File: config.mk
export PLATFORM = sky130hd
export DESIGN_NAME = buffer_wr_arbiter
export DESIGN_NICKNAME = d
export VERILOG_FILES = /design/src/rtl/buffer_wr_arbiter_pkg.sv /design/src/rtl/buffer_wr_arbiter_clear_engine.sv /design/src/rtl/buffer_wr_arbiter.sv
export SDC_FILE = /design/constraint.sdc
export NUM_CORES = 1
export LEC_CHECK = 0
export BUFFER_PORTS_ARGS = -buffer_cell sky130_fd_sc_hd__buf_2
export CAP_MARGIN = 20
export CORE_UTILIZATION = 57
export CTS_BUF_LIST = sky130_fd_sc_hd__clkbuf_2
export CTS_CLUSTER_SIZE = 8
export DETAILED_ROUTE_END_ITERATION = 10
export GPL_TIMING_DRIVEN = 1
export PLACE_DENSITY = 0.95
export SLEW_MARGIN = 15
export SYNTH_ARGS = -nofsm -noshare
export SYNTH_HDL_FRONTEND = slang
export SYNTH_HIERARCHICAL = 1
export SYNTH_SLANG_ARGS = --single-unit
File: constraint.sdc
create_clock -name clk -period 3.8 [get_ports clk]
set_input_delay 0.38 -clock clk [delete_from_list [all_inputs] [get_ports clk]]
set_output_delay 0.38 -clock clk [all_outputs]
set_load 0.02 [all_outputs]
File: src/rtl/buffer_wr_arbiter_pkg.sv
// Shared defaults and types for the frame-buffer write-port arbiter.
package buffer_pkg;

  localparam int DEF_AW     = 13;
  localparam int DEF_DW     = 15;
  localparam int DEF_STARVE = 8;

  typedef enum logic {
    RUN   = 1'b0,
    CLEAR = 1'b1
  } wr_state_e;

  // Width needed to count camera grants up to and including the starvation limit.
  function automatic int streak_bits(input int starve);
    return $clog2(starve + 1);
  endfunction

endpackage

File: src/rtl/buffer_wr_arbiter_clear_engine.sv
// Clear engine: latches the fill colour, walks every address once and pulses done
// alongside the final write.
module clear_engine
  import buffer_pkg::*;
#(
  parameter int AW = DEF_AW,
  parameter int DW = DEF_DW
) (
  input  logic          clk,
  input  logic          rst_n,
  input  logic          start,
  input  logic [DW-1:0] start_color,
  input  logic          active,
  output logic [AW-1:0] addr,
  output logic [DW-1:0] color,
  output logic          last,
  output logic          done
);

  logic [AW-1:0] cnt_reg;
  logic [DW-1:0] color_reg;
  logic          done_reg;

  assign addr  = cnt_reg;
  assign color = color_reg;
  assign last  = active && (&cnt_reg);
  assign done  = done_reg;

  always_ff @(posedge clk or negedge rst_n) begin
    if (!rst_n) begin
      cnt_reg   <= '0;
      color_reg <= '0;
      done_reg  <= 1'b0;
    end else begin
      // done is registered so it lines up with the last write on the memory port
      done_reg <= active && (&cnt_reg);
      if (start) begin
        cnt_reg   <= '0;
        color_reg <= start_color;
      end else if (active) begin
        cnt_reg <= cnt_reg + AW'(1);
      end
    end
  end

endmodule

File: src/rtl/buffer_wr_arbiter.sv
// Write-port arbiter for the frame buffer: camera-priority with a CPU starvation
// guard, plus a full-buffer clear mode. Single clock (frame buffer write clock).
module buffer_wr_arbiter
  import buffer_pkg::*;
#(
  parameter int AW     = DEF_AW,
  parameter int DW     = DEF_DW,
  parameter int STARVE = DEF_STARVE
) (
  input  logic          clk,
  input  logic          rst_n,
  input  logic          cam_valid,
  input  logic [AW-1:0] cam_addr,
  input  logic [DW-1:0] cam_data,
  output logic          cam_ready,
  input  logic          cpu_valid,
  input  logic [AW-1:0] cpu_addr,
  input  logic [DW-1:0] cpu_data,
  output logic          cpu_ready,
  input  logic          clr_start,
  input  logic [DW-1:0] clr_color,
  output logic          clr_busy,
  output logic          clr_done,
  output logic [AW-1:0] mem_addr,
  output logic [DW-1:0] mem_data,
  output logic          mem_we
);

  localparam int             SW       = streak_bits(STARVE);
  localparam logic [SW-1:0]  STARVE_V = SW'(STARVE);

  wr_state_e     state_reg;
  logic [SW-1:0] streak_reg;
  logic [AW-1:0] mem_addr_reg;
  logic [DW-1:0] mem_data_reg;
  logic          mem_we_reg;

  logic          run_ok;
  logic          starved;
  logic          cam_fire;
  logic          cpu_fire;
  logic          clr_kick;
  logic          clr_active;
  logic          clr_last;
  logic [AW-1:0] clr_addr;
  logic [DW-1:0] clr_fill;

  // Readies are held low while reset is asserted so nothing is accepted then.
  assign run_ok    = rst_n && (state_reg == RUN);
  assign starved   = (streak_reg == STARVE_V);
  assign cam_ready = run_ok && !(cpu_valid && starved);
  assign cpu_ready = run_ok && (!cam_valid || starved);
  assign cam_fire  = cam_valid && cam_ready;
  assign cpu_fire  = cpu_valid && cpu_ready;

  assign clr_kick   = (state_reg == RUN) && clr_start;
  assign clr_active = (state_reg == CLEAR);
  assign clr_busy   = clr_active;

  assign mem_addr = mem_addr_reg;
  assign mem_data = mem_data_reg;
  assign mem_we   = mem_we_reg;

  clear_engine #(
    .AW(AW),
    .DW(DW)
  ) u_clear (
    .clk        (clk),
    .rst_n      (rst_n),
    .start      (clr_kick),
    .start_color(clr_color),
    .active     (clr_active),
    .addr       (clr_addr),
    .color      (clr_fill),
    .last       (clr_last),
    .done       (clr_done)
  );

  always_ff @(posedge clk or negedge rst_n) begin
    if (!rst_n) begin
      state_reg    <= RUN;
      streak_reg   <= '0;
      mem_addr_reg <= '0;
      mem_data_reg <= '0;
      mem_we_reg   <= 1'b0;
    end else begin
      case (state_reg)
        RUN:     if (clr_start) state_reg <= CLEAR;
        CLEAR:   if (clr_last)  state_reg <= RUN;
        default: state_reg <= RUN;
      endcase

      if (state_reg == CLEAR) begin
        mem_we_reg   <= 1'b1;
        mem_addr_reg <= clr_addr;
        mem_data_reg <= clr_fill;
      end else if (cam_fire) begin
        mem_we_reg   <= 1'b1;
        mem_addr_reg <= cam_addr;
        mem_data_reg <= cam_data;
      end else if (cpu_fire) begin
        mem_we_reg   <= 1'b1;
        mem_addr_reg <= cpu_addr;
        mem_data_reg <= cpu_data;
      end else begin
        mem_we_reg <= 1'b0;
      end

      // Streak only counts camera wins that actually made the CPU wait.
      if (!cpu_valid || cpu_fire) begin
        streak_reg <= '0;
      end else if (cam_fire && !starved) begin
        streak_reg <= streak_reg + SW'(1);
      end
    end
  end

endmodule

==> results.py, run 1 <==
metrics = {
    "detailed_routing": {
        "routedWlPerCell_microns": 17.37,
        "vias": 3253,
        "drc": 0,
        "antenna_left": 0,
        "wl_mm": 9.260,
        "drt_iter0_drc": 253,
        "firstDrtPassIters": 5,
        "via_per_inst": 6.103,
    },
    "clocking": {
        "htree_levels": 3,
        "cts.clk_slew.worst_paths_ps": 180,
        "cts_sinks": 63,
        "clockBufferDepth": 2,
        "post-cts-setup-buffers": 0,
        "cts_root_buffer": "clkbuf_2",
        "cts_buffers": 9,
        "clock_latency_ps": 510,
        "cts_tree": "yes",
    },
    "logic_synthesis": {
        "synth_area_per_cell_sq_um": 9.769,
        "ys_warn_count": 6,
        "synth_nets": 438,
        "ys_ff_latch": 63,
        "seq_area_frac_synth_pct": 44.95,
        "synth.distinct_cells": 38,
        "syn-cell-area_sq_um": 3507,
        "postSynthCellCount": 359,
    },
    "placed_design": {
        "gp_congestion": 0.8210,
        "dp.cells": 515,
        "dpl_worst_slack_ps": 992.3,
        "detailed_place_hpwl_mm": 6.201,
        "port_buffers": 108,
    },
    "pwr": {
        "p_per_area_nw_per_um2": 436.8,
        "ir_worst_vdd_v": 0.0003741,
        "leakagePower_nw": 1.949,
    },
    "critical_path": {
        "path_cells": "dlygate4sd3_1 > buf_2 > nand2b_4 > a21oi_1 > buf_2",
        "path_depth": 5,
        "required_ps": 3420,
        "path_class": "primary input to output pin",
        "timing.critical_path.mode_cell": "buf_2",
        "arrival_ps": 2660,
        "critPathLaunchType": "primary input",
        "cp_slowest_stage_delay_ps": 670,
        "reg2reg_slack_ps": 1300,
        "cpLargestDelayFamily": "buffers and inverters",
        "crit_end": "cpu_ready",
        "worstSetupStartpoint": "rst_n",
        "r2r-end": "mem_addr[11]",
        "r2r_cells": 3,
        "critical_path.max_fanout": 37,
        "crit_path_end_kind": "output pin",
        "cp_slowest_cell": "buf_2",
        "r2r_start": "clr_busy",
        "crit_buf_inv": 3,
    },
    "run": {
        "max_cap_violations": 0,
    },
    "grt": {
        "grt_max_degree": 51,
        "track_usage_pct": 30.20,
        "grt_pass1_vias": 3188,
        "antenna_found_initial": 0,
        "grt_pass1_wl_mm": 14.68,
        "overflow": 0,
    },
    "sta": {
        "relSlewSlack_pct": 24.74,
        "worst_slack_ps": 764.0,
        "setup_tns_ps": 0,
        "worst_hold_slack_ps": 93.52,
        "hold_viol_final": 0,
        "clock_skew_ps": 18.97,
        "final_max_slew_viol_count": 0,
        "timing.fmax_mhz": 329.4,
        "tightest_slew_ps": 1125,
        "rsz0062_at_grt": "no",
        "fin_crit_sh_pct": 79.89,
        "period_needed_ps": 3036,
        "setup_viol": 0,
    },
    "floorplanning": {
        "start_util_pct": 59.24,
        "ioPinCount": 109,
        "num_rows": 28,
        "die-area_sq_um": 6471,
        "die_h_microns": 80.44,
        "die_x_microns": 80.44,
        "core_area_sq_um": 5921,
    },
    "final_layout": {
        "drive_above_1_share_pct": 33.62,
        "syn_to_final_growth_pct": 18.77,
        "diodes": 0,
        "fin_util_pct": 70.35,
        "fin_cells": 533,
        "nNetsFinal": 532,
    },
    "worst_hold_path": {
        "min_path_type": "primary input to register",
    },
    "outcome": {
        "run_status": "completed",
    },
}
[repair_timing]
action / in CTS / in global routing
hold buffers: 1 / 0
gates resized for setup: 0 / 0
endpoints found under the hold margin: 30 / 0
[stage by stage]
stage	cell area (sq um)	power (mW)
floorplan	3507	1.231
global placement	4019	1.382
detailed placement	4019	1.421
CTS	4133	1.813
global route	4165	1.915
finish	4165	1.819
[synthesized netlist by cell type]
library cell | count | share of area (%)
a211oi_1 | 28 | 6.0
a211oi_2 | 1 | 0.36
a21oi_1 | 36 | 5.1
and2_1 | 29 | 5.2
and4b_1 | 1 | 0.29
buf_1 | 2 | 0.21
buf_2 | 8 | 1.1
buf_4 | 2 | 0.43
buf_6 | 3 | 0.96
clkbuf_1 | 16 | 1.7
dfrtp_1 | 63 | 45
ha_1 | 3 | 1.1
inv_1 | 3 | 0.32
mux2_2 | 18 | 5.8
mux2i_1 | 1 | 0.29
nand2_1 | 4 | 0.43
nand2_2 | 1 | 0.18
nand2b_1 | 28 | 5.0
nand2b_4 | 1 | 0.39
nand3_1 | 5 | 0.71
nand3b_1 | 3 | 0.64
nand4_1 | 4 | 0.71
nand4_4 | 1 | 0.61
nand4b_2 | 1 | 0.43
nor2_1 | 10 | 1.1
nor2_2 | 1 | 0.18
nor2b_1 | 5 | 0.89
nor3_1 | 2 | 0.29
nor4_1 | 3 | 0.54
o21a_1 | 1 | 0.21
o21ai_0 | 24 | 3.4
o21ai_1 | 7 | 1.0
o31ai_1 | 31 | 6.6
or2_1 | 1 | 0.18
or3_1 | 3 | 0.54
or4_1 | 3 | 0.64
xnor2_1 | 2 | 0.50
xor2_1 | 4 | 1.0
[metal layers]
metal | GRT usage, % | wire length, microns | vias up
li1 | - | - | 1501
met1 | 37.09 | 3767 | 1548
met2 | 51.61 | 4602 | 187
met3 | 6.591 | 730 | 17
met4 | 11.43 | 159 | 0
met5 | 0 | 0 | -
[final cells by class]
cell class	count	area [sq um]
flip-flops and latches	63	1578
well taps	75	93.84
repair buffers	114	608.1
clock inverters	5	48.80
clock buffers	11	55.05
fillers	441	1755
multi-input cells	262	1770
inverters	3	11.26
[worst min-delay path by stage]
stage                startpoint               end  slack (ps)  depth (start not counted)
2_1_floorplan             rst_n          clr_busy          80                          0
3_3_place_gp   u_clear/color[3]  u_clear/color[3]         480                          1
3_5_place_dp   u_clear/color[5]  u_clear/color[5]         490                          1
4_1_cts            clr_color[1]  u_clear/color[1]          80                          2
5_1_grt            clr_color[1]  u_clear/color[1]          70                          2
6_report            cpu_data[7]       mem_data[7]          90                          3
[worst reg2reg max path, cell delays in order, from the launching register on]
cell and delay, ps:
dfrtp_2 730, nand3b_1 1000, o21ai_0 520, a21oi_1 140
[power breakdown]
part / switching, mW / leakage [nW] / internal (mW) / total (mW)
Clock: 0.245 / 0.0731 / 0.152 / 0.398
Combinational: 0.289 / 1.09 / 0.213 / 0.502
Sequential: 0.123 / 0.785 / 0.797 / 0.919
[cells by family (layout without fill, tap and decap cells)]
group | Yosys count | in the layout | synth area share (%)
simple gates | 106 | 106 | 18.87
xor+xnor | 6 | 6 | 1.498
mux | 19 | 19 | 6.065
flops | 63 | 63 | 44.95
buf+inv | 34 | 133 | 4.781
compound gates | 128 | 128 | 22.76
fa+ha+maj | 3 | 3 | 1.070
[placed cells by master, fill, tap and decap left out, types with 2 or more instances in the layout]
cell type,n
and2_1,29
nor3_1,2
or3_1,3
nand3_1,5
xnor2_1,2
nand2_1,4
nor2b_1,4
o21ai_0,24
a21oi_1,36
clkinv_2,3
buf_2,108
or4_1,3
a211oi_1,28
inv_1,3
nand2b_1,28
buf_4,4
xor2_1,4
nor2_1,10
nor4_1,3
ha_1,3
o21ai_1,7
clkbuf_2,11
mux2_2,18
o31ai_1,31
dfrtp_1,62
nand4_1,4
nand3b_1,3
(Power assumes the default switching activity.)
==> inputs of run 2 (changes only) <==
--- a/config.mk
+++ b/config.mk
@@ -7,12 +7,12 @@
 export LEC_CHECK = 0
 export BUFFER_PORTS_ARGS = -buffer_cell sky130_fd_sc_hd__buf_2
 export CAP_MARGIN = 20
-export CORE_UTILIZATION = 57
+export CORE_UTILIZATION = 53
 export CTS_BUF_LIST = sky130_fd_sc_hd__clkbuf_2
 export CTS_CLUSTER_SIZE = 8
 export DETAILED_ROUTE_END_ITERATION = 10
 export GPL_TIMING_DRIVEN = 1
-export PLACE_DENSITY = 0.95
+export PLACE_DENSITY = 0.91
 export SLEW_MARGIN = 15
 export SYNTH_ARGS = -nofsm -noshare
 export SYNTH_HDL_FRONTEND = slang
==> constraint.sdc (replaced) <==
create_clock -name clk -period 2.9 [get_ports clk]
set_input_delay 0.29 -clock clk [delete_from_list [all_inputs] [get_ports clk]]
set_output_delay 0.29 -clock clk [all_outputs]
set_load 0.02 [all_outputs]
==> results.py, run 2 (synthesis results as in run 1) <==
metrics = {
    "outcome": {
        "run_status": "completed",
    },
    "floorplanning": {
        "die_h_microns": 83.35,
        "die-area_sq_um": 6946,
        "ioPinCount": 109,
        "num_rows": 29,
        "die_x_microns": 83.35,
        "core_area_sq_um": 6386,
        "start_util_pct": 54.92,
    },
    "critical_path": {
        "r2r_start": "streak_reg[0]",
        "crit_path_end_kind": "output pin",
        "crit_buf_inv": 1,
        "cpLargestDelayFamily": "flip-flops",
        "path_cells": "nand2b_4 > a21oi_1 > buf_2",
        "cp_slowest_cell": "dfrtp_2",
        "required_ps": 2610,
        "cp_slowest_stage_delay_ps": 890,
        "r2r-end": "mem_data[14]",
        "arrival_ps": 2310,
        "path_class": "register to output pin",
        "critPathLaunchType": "register",
        "r2r_cells": 5,
        "critical_path.max_fanout": 46,
        "reg2reg_slack_ps": 750,
    },
    "detailed_routing": {
        "drt_iter0_drc": 252,
        "routedWlPerCell_microns": 17.68,
        "via_per_inst": 5.989,
        "antenna_left": 0,
        "wl_mm": 10.06,
        "firstDrtPassIters": 5,
        "vias": 3408,
        "drc": 0,
    },
    "worst_hold_path": {
        "worstHoldPathCells": 3,
        "min_path_type": "primary input to register",
        "holdPathEnd": "mem_addr[7]",
        "min_from": "cpu_addr[7]",
    },
    "grt": {
        "overflow": 0,
        "track_usage_pct": 29.73,
        "grt_max_degree": 47,
        "antenna_found_initial": 1,
        "grt_pass1_vias": 3438,
        "grt_pass1_wl_mm": 16.28,
    },
    "sta": {
        "fin_crit_sh_pct": 89.56,
        "timing.fmax_mhz": 385.0,
        "setup_viol": 0,
        "setup_tns_ps": 0,
        "tightest_slew_ps": 868.2,
        "relSlewSlack_pct": 41.91,
        "clock_skew_ps": 23.59,
        "rsz0062_at_grt": "no",
        "hold_viol_final": 0,
        "period_needed_ps": 2597,
        "worst_hold_slack_ps": 24.78,
        "worst_slack_ps": 302.7,
        "final_max_slew_viol_count": 0,
    },
    "clocking": {
        "cts_buffers": 9,
        "clock_latency_ps": 520,
        "cts_hold_buf": 29,
        "cts_sinks": 63,
        "cts_tree": "yes",
        "cts_root_buffer": "clkbuf_2",
        "cts.clk_slew.worst_paths_ps": 170,
        "clockBufferDepth": 2,
        "htree_levels": 3,
        "post-cts-setup-buffers": 0,
        "post_cts_resized": 0,
    },
    "final_layout": {
        "fin_area_sq_um": 4511,
        "fillers": 495,
        "fin_cells": 569,
        "fin_util_pct": 70.63,
        "syn_to_final_growth_pct": 28.61,
        "diodes": 0,
        "ff_latch_area_sq_um": 1578,
        "multiInputGateArea_sq_um": 1770,
        "mostFrequentLayoutCell": "buf_2",
        "drive_above_1_share_pct": 31.10,
        "nNetsFinal": 567,
        "layout_common_cells": "buf_2, dfrtp_1, a21oi_1",
    },
    "placed_design": {
        "port_buffers": 108,
        "detailed_place_hpwl_mm": 6.023,
        "place_area_sq_um": 4044,
        "gp_congestion": 0.8432,
        "dpl_worst_slack_ps": 853.2,
        "dp.cells": 520,
    },
    "pwr": {
        "ir_worst_vdd_v": 0.0004614,
        "p_total_mw": 2.491,
        "p_per_area_nw_per_um2": 552.2,
        "leakagePower_nw": 2.090,
    },
    "run": {
        "max_cap_violations": 0,
    },
}
-- run 2: routing by layer --
| metal | vias to the layer above | part of all wire [%] | track usage, % |
|---|---|---|---|
| met5 | - | 0.17 | 0 |
| met4 | 2 | 2.2 | 11.91 |
| met3 | 30 | 9.0 | 10.24 |
| met2 | 186 | 48 | 48.51 |
| met1 | 1613 | 40 | 36.09 |
| li1 | 1577 | - | - |
-- run 2: worst max-delay path by stage --
stage                         from               end  cells after the start
final                     clr_busy         cpu_ready                      3
after global routing      clr_busy         cpu_ready                      3
after CTS                 clr_busy         cpu_ready                      3
after detailed placement  clr_busy         cpu_ready                      3
after global placement    clr_busy         cpu_ready                      3
after floorplan           clr_busy  u_clear/color[0]                      5
-- run 2: where the power goes --
part	switching, mW	total [mW]	internal, mW
logic	0.387	0.693	0.306
clock network	0.325	0.596	0.271
registers	0.158	1.20	1.04
total	0.870	2.49	1.62
-- run 2: cell type report --
cell class	count	area share [%]
multi-input combinational	262	39.25
clock inverter	6	1.692
timing repair buffer	149	20.69
sequential	63	34.98
clock buffer	9	0.9986
tap	77	2.136
inverter	3	0.2497
-- run 2: worst register-to-register path, delay by kind of cell, from the launching register on --
kind	cells	cell delay, ps
AND/OR/NAND/NOR	1	690
AO/OA/AOI/OAI	2	620
buffers and inverters	1	80
adder cells (fa/ha/maj)	1	200
flip-flops	1	460
==> inputs of run 3 (changes only) <==
--- a/config.mk
+++ b/config.mk
@@ -7,12 +7,13 @@
 export LEC_CHECK = 0
 export BUFFER_PORTS_ARGS = -buffer_cell sky130_fd_sc_hd__buf_2
 export CAP_MARGIN = 20
-export CORE_UTILIZATION = 53
+export CORE_UTILIZATION = 34
 export CTS_BUF_LIST = sky130_fd_sc_hd__clkbuf_2
 export CTS_CLUSTER_SIZE = 8
 export DETAILED_ROUTE_END_ITERATION = 10
 export GPL_TIMING_DRIVEN = 1
-export PLACE_DENSITY = 0.91
+export PLACE_DENSITY = 0.59
+export SKIP_LAST_GASP = 1
 export SLEW_MARGIN = 15
 export SYNTH_ARGS = -nofsm -noshare
 export SYNTH_HDL_FRONTEND = slang
==> results.py, run 3 (synthesis results as in run 1) <==
metrics = {
    "final_layout": {
        "multiInputGateArea_sq_um": 1765,
        "nNetsFinal": 576,
        "layout_common_cells": "buf_2, dfrtp_1, dlygate4sd3_1",
        "mostFrequentLayoutCell": "buf_2",
        "syn_to_final_growth_pct": 32.39,
        "drive_above_1_share_pct": 31.47,
        "fillers": 952,
        "diodes": 0,
        "fin_area_sq_um": 4643,
        "ff_latch_area_sq_um": 1578,
    },
    "clocking": {
        "cts_tree": "yes",
        "clockBufferDepth": 2,
        "htree_levels": 3,
        "cts_buffers": 9,
        "cts.clk_slew.worst_paths_ps": 180,
        "cts_sinks": 63,
        "post_cts_resized": 0,
        "clock_latency_ps": 500,
        "cts_root_buffer": "clkbuf_2",
    },
    "grt": {
        "antenna_found_initial": 0,
        "overflow": 0,
        "grt_pass1_wl_mm": 16.35,
        "grt_max_degree": 38,
        "track_usage_pct": 19.28,
        "grt_pass1_vias": 3248,
    },
    "placed_design": {
        "place_area_sq_um": 4129,
        "detailed_place_hpwl_mm": 6.746,
        "port_buffers": 108,
        "gp_congestion": 0.7789,
    },
    "pwr": {
        "p_clk_share_pct": 21.7,
        "leakagePower_nw": 2.128,
        "p_per_area_nw_per_um2": 519.7,
        "pwr-share-seq_pct": 49.9,
        "switching_share_pct": 35.55,
        "pwr-share-comb_pct": 28.4,
        "ir_worst_vdd_v": 0.0002582,
        "p_sw_mw": 0.8579,
        "internal_power_mw": 1.555,
    },
    "sta": {
        "period_needed_ps": 2502,
        "tightest_slew_ps": 855.6,
        "rsz0062_at_grt": "no",
        "fin_crit_sh_pct": 86.26,
        "relSlewSlack_pct": 42.75,
        "final_max_slew_viol_count": 0,
        "setup_viol": 0,
        "clock_skew_ps": 17.12,
        "timing.fmax_mhz": 399.8,
        "hold_viol_final": 0,
        "setup_tns_ps": 0,
    },
    "detailed_routing": {
        "top_layer": "met4",
        "antenna_left": 0,
        "wl_met3_microns": 661,
        "wl_mm": 10.00,
        "met1Wirelength_mm": 4.438,
        "drt_iter0_drc": 108,
        "drc": 0,
        "vias": 3280,
        "routedWlPerCell_microns": 15.75,
        "via_per_inst": 5.165,
        "firstDrtPassIters": 4,
        "wl_met2_mm": 4.799,
    },
    "floorplanning": {
        "core_area_sq_um": 9864,
        "ioPinCount": 109,
        "die_x_microns": 103.6,
        "start_util_pct": 35.55,
        "num_rows": 36,
        "die_h_microns": 103.6,
        "die-area_sq_um": 10720,
    },
    "critical_path": {
        "path_class": "register to output pin",
        "critical_path.max_fanout": 35,
        "arrival_ps": 2210,
        "crit_path_end_kind": "output pin",
        "critPathLaunchType": "register",
        "required_ps": 2610,
    },
    "run": {
        "max_cap_violations": 0,
    },
    "outcome": {
        "run_status": "completed",
    },
    "worst_hold_path": {
        "min_path_type": "primary input to register",
    },
}
run 3: cell count changes in the layout (fill, tap and decap cells not counted), sizes merged:
cell,before,now
dlygate4sd3,34,41
clkbuf,9,11
bufinv,2,1
buf,115,117
run 3: worst max-delay path, stage by stage, from the launching register on:
cell and delay, ps:
dfrtp_2 670, nand2b_4 420, a21oi_1 380, buf_2 230
run 3: what timing repair did:
item | in CTS | in global routing
hold buffers | 35 | 6
hold endpoints to repair | 48 | 6
setup buffers | 0 | 0
run 3: layout make-up:
type                            instances  share of cell area, %
Timing Repair Buffer                  158                  21.93
Clock buffer                           11                  1.186
Clock inverter                          5                  1.051
Tap cell                              133                  3.584
Multi-Input combinational cell        262                  38.02
Sequential cell                        63                  33.98
Inverter                                3                 0.2425
run 3: stage by stage:
step	power [mW]	setup WS [ps]	std cells	util, %	hold slack (ps)
floorplan	1.614	1058	359	-	-5.591
global placement	1.850	904.6	578	41.86	293.9
detailed placement	1.863	860.4	578	41.86	297.4
CTS	2.424	336.0	629	46.46	0.5069
global route	2.580	209.3	635	47.07	0.2274
finish	2.413	398.5	635	47.07	43.17
run 3: per-layer routing:
| layer | vias up | GRT usage, % |
|---|---|---|
| met5 | - | 0 |
| met4 | 0 | 5.383 |
| met3 | 11 | 6.356 |
| met2 | 115 | 31.16 |
| met1 | 1561 | 24.60 |
| li1 | 1593 | - |
run 3: worst paths after layout:
kind,startpoint,end,slack (ps),cells after the start
worst max-delay path,clr_busy,cpu_ready,400,3
worst min-delay path,cpu_addr[4],mem_addr[4],40,3
worst max register to register,streak_reg[0],mem_data[11],760,5
worst min register to register,u_clear/color[14],u_clear/color[14],520,1
max in group asynchronous,rst_n,clr_busy,1840,3
min in group asynchronous,rst_n,u_clear/addr[5],260,2
run 3: power groups by stage:
stage / Sequential, mW / Combinational, mW / Clock (mW)
detailed placement: 1.22 / 0.645 / 0
global route: 1.23 / 0.767 / 0.584
CTS: 1.20 / 0.682 / 0.540
floorplan: 1.28 / 0.330 / 0
global placement: 1.22 / 0.632 / 0
finish: 1.20 / 0.685 / 0.524
